### src/rtl/rc4_decrypt_ctrl.sv
// RC4 decryption sequencer: fills S with the identity permutation, runs the
// key schedule, then generates MSG_LEN keystream bytes and writes the
// decrypted message. Sole master of the S RAM, encrypted ROM and decrypted RAM.
module rc4_decrypt_ctrl #(
  parameter int KEY_BYTES = 3,
  parameter int MSG_LEN   = 32,
  parameter int MSG_AW    = 5
) (
  input  logic                   clk,
  input  logic                   reset_n,
  input  logic                   start,
  input  logic [8*KEY_BYTES-1:0] secret_key,
  output logic                   busy,
  output logic                   done,
  output logic [7:0]             s_addr,
  output logic [7:0]             s_wdata,
  output logic                   s_wren,
  input  logic [7:0]             s_rdata,
  output logic [MSG_AW-1:0]      rom_addr,
  input  logic [7:0]             rom_rdata,
  output logic [MSG_AW-1:0]      d_addr,
  output logic [7:0]             d_wdata,
  output logic                   d_wren,
  output logic [4:0]             state_dbg
);

  // Handshake: start is a level sampled only in IDLE or DONE; the edge that
  // sees it latches secret_key and busy rises in the following cycle. busy
  // stays high for the whole run, during which start is ignored; done holds
  // in DONE until the next accepted start or reset.

  typedef enum logic [4:0] {
    ST_IDLE, ST_INIT,
    K_RI, K_CJ, K_RJ, K_CS, K_WI, K_WJ,
    P_INC, P_RI, P_CI, P_RJ, P_CJ, P_WI, P_WJ, P_RF, P_CF, P_WD,
    ST_DONE
  } state_t;

  state_t                 state, state_nxt;
  logic [7:0]             i, j, si, sj, f, enc;
  logic [MSG_AW-1:0]      k;
  logic [8*KEY_BYTES-1:0] key_sr;
  logic [7:0]             key_byte;

  // Key bytes are consumed in order byte0, byte1, ... by rotating the
  // latched key left one byte per KSA step, so the top byte is key[i mod KEY_BYTES].
  assign key_byte  = key_sr[8*KEY_BYTES-1 -: 8];
  assign state_dbg = state;

  // State register and datapath registers (i, j, k, swap operands, keystream byte).
  always_ff @(posedge clk) begin
    if (!reset_n) begin
      state  <= ST_IDLE;
      i      <= '0;
      j      <= '0;
      k      <= '0;
      si     <= '0;
      sj     <= '0;
      f      <= '0;
      enc    <= '0;
      key_sr <= '0;
    end else begin
      state <= state_nxt;
      case (state)
        ST_IDLE, ST_DONE: begin
          if (start) begin
            key_sr <= secret_key;
            i      <= '0;
            j      <= '0;
            k      <= '0;
          end
        end
        ST_INIT: i <= i + 8'd1;
        K_CJ: begin
          si <= s_rdata;
          j  <= j + s_rdata + key_byte;
        end
        K_CS: sj <= s_rdata;
        K_WJ: begin
          i      <= i + 8'd1;
          key_sr <= (key_sr << 8) | (key_sr >> (8*(KEY_BYTES-1)));
          if (i == 8'd255) begin
            j <= '0;
            k <= '0;
          end
        end
        P_INC: i <= i + 8'd1;
        P_CI: begin
          si <= s_rdata;
          j  <= j + s_rdata;
        end
        P_CJ: sj <= s_rdata;
        P_CF: begin
          f   <= s_rdata;
          enc <= rom_rdata;
        end
        P_WD: k <= k + 1'b1;
        default: ;
      endcase
    end
  end

  // Next-state logic and per-state memory strobes; one S access per cycle at most.
  always_comb begin
    state_nxt = state;
    s_addr    = '0;
    s_wdata   = '0;
    s_wren    = 1'b0;
    rom_addr  = '0;
    d_addr    = '0;
    d_wdata   = '0;
    d_wren    = 1'b0;
    busy      = (state != ST_IDLE) && (state != ST_DONE);
    done      = (state == ST_DONE);
    case (state)
      ST_IDLE, ST_DONE: if (start) state_nxt = ST_INIT;
      ST_INIT: begin
        s_wren  = 1'b1;
        s_addr  = i;
        s_wdata = i;
        if (i == 8'd255) state_nxt = K_RI;
      end
      K_RI: begin
        s_addr    = i;
        state_nxt = K_CJ;
      end
      K_CJ: state_nxt = K_RJ;
      K_RJ: begin
        s_addr    = j;
        state_nxt = K_CS;
      end
      K_CS: state_nxt = K_WI;
      K_WI: begin
        s_wren    = 1'b1;
        s_addr    = i;
        s_wdata   = sj;
        state_nxt = K_WJ;
      end
      K_WJ: begin
        s_wren    = 1'b1;
        s_addr    = j;
        s_wdata   = si;
        state_nxt = (i == 8'd255) ? P_INC : K_RI;
      end
      P_INC: state_nxt = P_RI;
      P_RI: begin
        s_addr    = i;
        state_nxt = P_CI;
      end
      P_CI: state_nxt = P_RJ;
      P_RJ: begin
        s_addr    = j;
        state_nxt = P_CJ;
      end
      P_CJ: state_nxt = P_WI;
      P_WI: begin
        s_wren    = 1'b1;
        s_addr    = i;
        s_wdata   = sj;
        state_nxt = P_WJ;
      end
      P_WJ: begin
        s_wren    = 1'b1;
        s_addr    = j;
        s_wdata   = si;
        state_nxt = P_RF;
      end
      // Keystream index uses the pre-swap operands; their sum equals s[i]+s[j] after the swap.
      P_RF: begin
        s_addr    = si + sj;
        rom_addr  = k;
        state_nxt = P_CF;
      end
      P_CF: state_nxt = P_WD;
      P_WD: begin
        d_wren    = 1'b1;
        d_addr    = k;
        d_wdata   = f ^ enc;
        state_nxt = (k == MSG_AW'(MSG_LEN-1)) ? ST_DONE : P_INC;
      end
      default: state_nxt = ST_IDLE;
    endcase
  end

endmodule

### config.mk
export PLATFORM = sky130hd
export DESIGN_NAME = rc4_decrypt_ctrl
export DESIGN_NICKNAME = d
export VERILOG_FILES = /design/src/rtl/rc4_decrypt_ctrl.sv
export SDC_FILE = /design/constraint.sdc
export NUM_CORES = 1
export LEC_CHECK = 0
export CAP_MARGIN = 20
export CELL_PAD_IN_SITES_DETAIL_PLACEMENT = 0
export CELL_PAD_IN_SITES_GLOBAL_PLACEMENT = 1
export CORE_ASPECT_RATIO = 0.8
export CORE_MARGIN = 3
export CORE_UTILIZATION = 40
export DETAILED_ROUTE_END_ITERATION = 7
export HOLD_SLACK_MARGIN = 0.1
export PLACE_DENSITY = 0.84
export SYNTH_ARGS = -nofsm -noshare
export SYNTH_HDL_FRONTEND = slang
export SYNTH_SLANG_ARGS = --single-unit
### constraint.sdc
create_clock -name clk -period 3.7 [get_ports clk]
set_input_delay 0.74 -clock clk [delete_from_list [all_inputs] [get_ports clk]]
set_output_delay 0.74 -clock clk [all_outputs]
set_load 0.02 [all_outputs]
==> reports/qor.txt <==
GRT Residual Overflow - 0
Vias - 4503
Final Hold Fails - 0
design area - 0.00644 mm2
reg-to-reg startpoint - j[0]
kind of critical path - flop to output pin
RSZ-0062 raised after global routing - false
wire per inst - 15.7 um
Worst Reg-to-Reg Cells - 11
Starting Density - 41.2%
Synth area leaders - dfxtp_1 32%, mux2i_1 8.1%, a211oi_2 5.9%
Setup crit start - si[0]
final worst path period share - 96.3%
synthesized instance count - 584
die height - 107 um
DRC - 0
# H-tree levels - 3
worst slew pin tran - 0.711 ns
Comb pwr share - 22.3%
main flop type after synthesis - dfxtp_1
fillers - 1164
Sw Ratio - 29.7%
Synth Area per Inst - 8.69 um2
Critical Path Source Type - flop
Clock Path Buffers - 2
I/O Buffers - 85
Initial DRC Count - 380
Die Wd - 132 um
gpl congestion - 0.890
DR vias/cell - 5.33
CTS clk-pin slew, worst paths - 0.06 ns
placed cell areas - 0.00611 mm2
drt total wl - 13300 um
CTS Hold Buffers Added - 0
drt pass-1 iters - 6
CTS tree - built
layout cell share with drive strength beyond 1 - 11.7%
ANT nets after route - 0
fraction of post-synthesis cell area in the top cell type by area - 32.4%
asr flop ratio synth - 0%
Syn Nets - 654
switching pwr - 756 uW
area leader, netlist - dfxtp_1
Crit path required time - 2.96 ns
hold path cells - 2
Fin Setup TNS - 0 ns
clock tree root driver cell - clkbuf_16
initial antenna violation count - 0
Hold Crit Class - flop to flop
Fmax - 281 MHz
Area Overhead vs Synth - 27.0%
hpwl dp - 10100 um
crit path max fanout - 3
Final nets - 739
reg2reg end - j[7]
Syn. warnings - 0
vias in the first global route - 4526
sequential fraction of the synthesis area - 32.4%
clock group share of total power - 38.8%
Reg power frac - 38.9%
Worst Setup EP - s_addr[4]
PD cells - 395 mW/mm2
total track usage - 19.4%
number of core rows - 36
Max Cap Violations - 0
Leakage - 0.00242 uW
first-pass GRT wire length - 22300 um
clock skew - 0.00451 ns
synthesized cell area - 0.00507 mm2
Antenna diodes - 0
Finish-stage setup viols - 0
CTS sink cnt - 82
Cell variety after synth - 62
#FFs+latches synth - 82
Pint - 1790 uW
Final Max Slew Viols - 0
Post-CTS Setup Bufs - 0
post-layout minimum cycle time - 3.56 ns
status - finished, final reports clean
Post-synth EDFFs - 0
largest net degree at the start of global routing - 49
number of buffers created by CTS - 9
DIE AREA - 0.0141 mm2
core area - 0.0123 mm2
worst IR drop on VDD - 255 uV
CP arrival - 2.82 ns
Slew headroom - 52.4%
I/O pin count - 86
nature of the critical path endpoint - output pin
Register-to-Register Setup Slack - 0.89 ns
Skew-Pair Late Insertion Delay - 0.35 ns
## Yosys cell counts, types with 5 or more instances
| master | number |
|---|---|
| nand3_1 | 7 |
| a211oi_2 | 24 |
| buf_6 | 6 |
| xnor2_1 | 23 |
| dfxtp_1 | 82 |
| nor2b_1 | 6 |
| nor2_1 | 77 |
| mux2i_1 | 41 |
| xor2_1 | 11 |
| clkbuf_1 | 11 |
| ha_1 | 24 |
| inv_1 | 21 |
| a22oi_1 | 12 |
| a222oi_1 | 12 |
| a21oi_1 | 41 |
| and2_1 | 11 |
| nand2_1 | 74 |
| or3_1 | 5 |
| o21ai_0 | 13 |
| buf_2 | 8 |
## per-layer routing
layer | vias to the layer above | global-route usage [%] | routed length, um
met5 | - | 0 | 0
met2 | 130 | 31.5 | 6080
met4 | 0 | 3.82 | 102
li1 | 2224 | - | -
met3 | 10 | 4.92 | 794
met1 | 2139 | 26.4 | 6300
## critical path: stages (launching register included)
cell and delay [ns]:
dfxtp_1 0.33, ha_1 0.24, fa_1 0.42, a21o_1 0.18, a21oi_1 0.23, xnor2_1 0.09, a222oi_1 0.37, inv_1 0.08
clkdlybuf4s50_1 0.54
## flip-flops by register name, summed over array words and instances, names as in the netlist
signal     count
key_sr        24
enc            8
f              8
i              8
j              8
si             8
sj             8
k              5
state_dbg      5
## worst min path at each step
| stage | from | end |
|---|---|---|
| 6_report | enc[6] | enc[6] |
| 5_1_grt | f[7] | f[7] |
| 4_1_cts | enc[6] | enc[6] |
| 3_5_place_dp | enc[6] | enc[6] |
| 3_3_place_gp | enc[1] | enc[1] |
| 2_1_floorplan | enc[0] | enc[0] |
## stage by stage
stage	instances	total power [uW]	util [%]	worst slack [ns]	hold slack [ns]
2_1_floorplan	584	1410	-	0.763	0.449
6_report	845	2540	52.4	0.137	0.467
4_1_cts	845	2550	52.3	0.0678	0.467
5_1_grt	845	2660	52.4	0.0141	0.491
3_5_place_dp	829	1570	49.7	0.0487	0.459
3_3_place_gp	829	1550	49.7	0.114	0.454
## kinds of logic (layout without fill, tap and decap cells)
group | Yosys count | in the layout | share of synthesized area, %
simple gates | 213 | 213 | 20.1
compound gates | 133 | 133 | 20.5
flops | 82 | 82 | 32.4
buf+inv | 52 | 142 | 5.23
mux | 41 | 41 | 8.09
xor+xnor | 36 | 36 | 6.64
fa+ha+maj | 27 | 27 | 7.10
## placed cells by master, fill, tap and decap left out, drive strengths merged, types with 4 or more instances in the layout
| cell type | Yosys | final |
|---|---|---|
| dfxtp | 82 | 82 |
| clkdlybuf4s50 | 0 | 82 |
| nor2 | 78 | 78 |
| nand2 | 77 | 77 |
| a21oi | 43 | 43 |
| mux2i | 41 | 41 |
| a211oi | 27 | 27 |
| inv | 22 | 25 |
| ha | 24 | 24 |
| xnor2 | 23 | 23 |
| buf | 18 | 18 |
| o21ai | 17 | 17 |
| a222oi | 12 | 12 |
| a22oi | 12 | 12 |
| xor2 | 12 | 12 |
| and2 | 11 | 11 |
| clkbuf | 11 | 9 |
| nor3 | 8 | 8 |
| nand3 | 7 | 7 |
| nor2b | 6 | 6 |
| or3 | 5 | 5 |
| a21o | 4 | 4 |
| and3 | 4 | 4 |
| nand4 | 4 | 4 |
## cell type report
cell class | instances | area (um2) | share of cell area [%]
multi-input cells | 450 | 3170 | 49.2
clock inverters | 7 | 100 | 1.55
well taps | 171 | 214 | 3.32
flip-flops and latches | 82 | 1640 | 25.5
repair buffers | 103 | 1000 | 15.6
clock buffers | 9 | 225 | 3.50
inverters | 23 | 86.3 | 1.34
## power groups by stage
stage / Combinational, uW / Clock, uW / Sequential, uW
6_report: 567 / 986 / 989
5_1_grt: 628 / 1030 / 997
4_1_cts: 567 / 998 / 989
3_5_place_dp: 564 / 0 / 1010
3_3_place_gp: 547 / 0 / 1010
2_1_floorplan: 415 / 0 / 991
## timing repair
item                                    in CTS  in global routing
pin swaps                                    0                  1
endpoints found under the setup margin       2                  2
resized for setup                            2                  2
(Power assumes the default switching activity.)
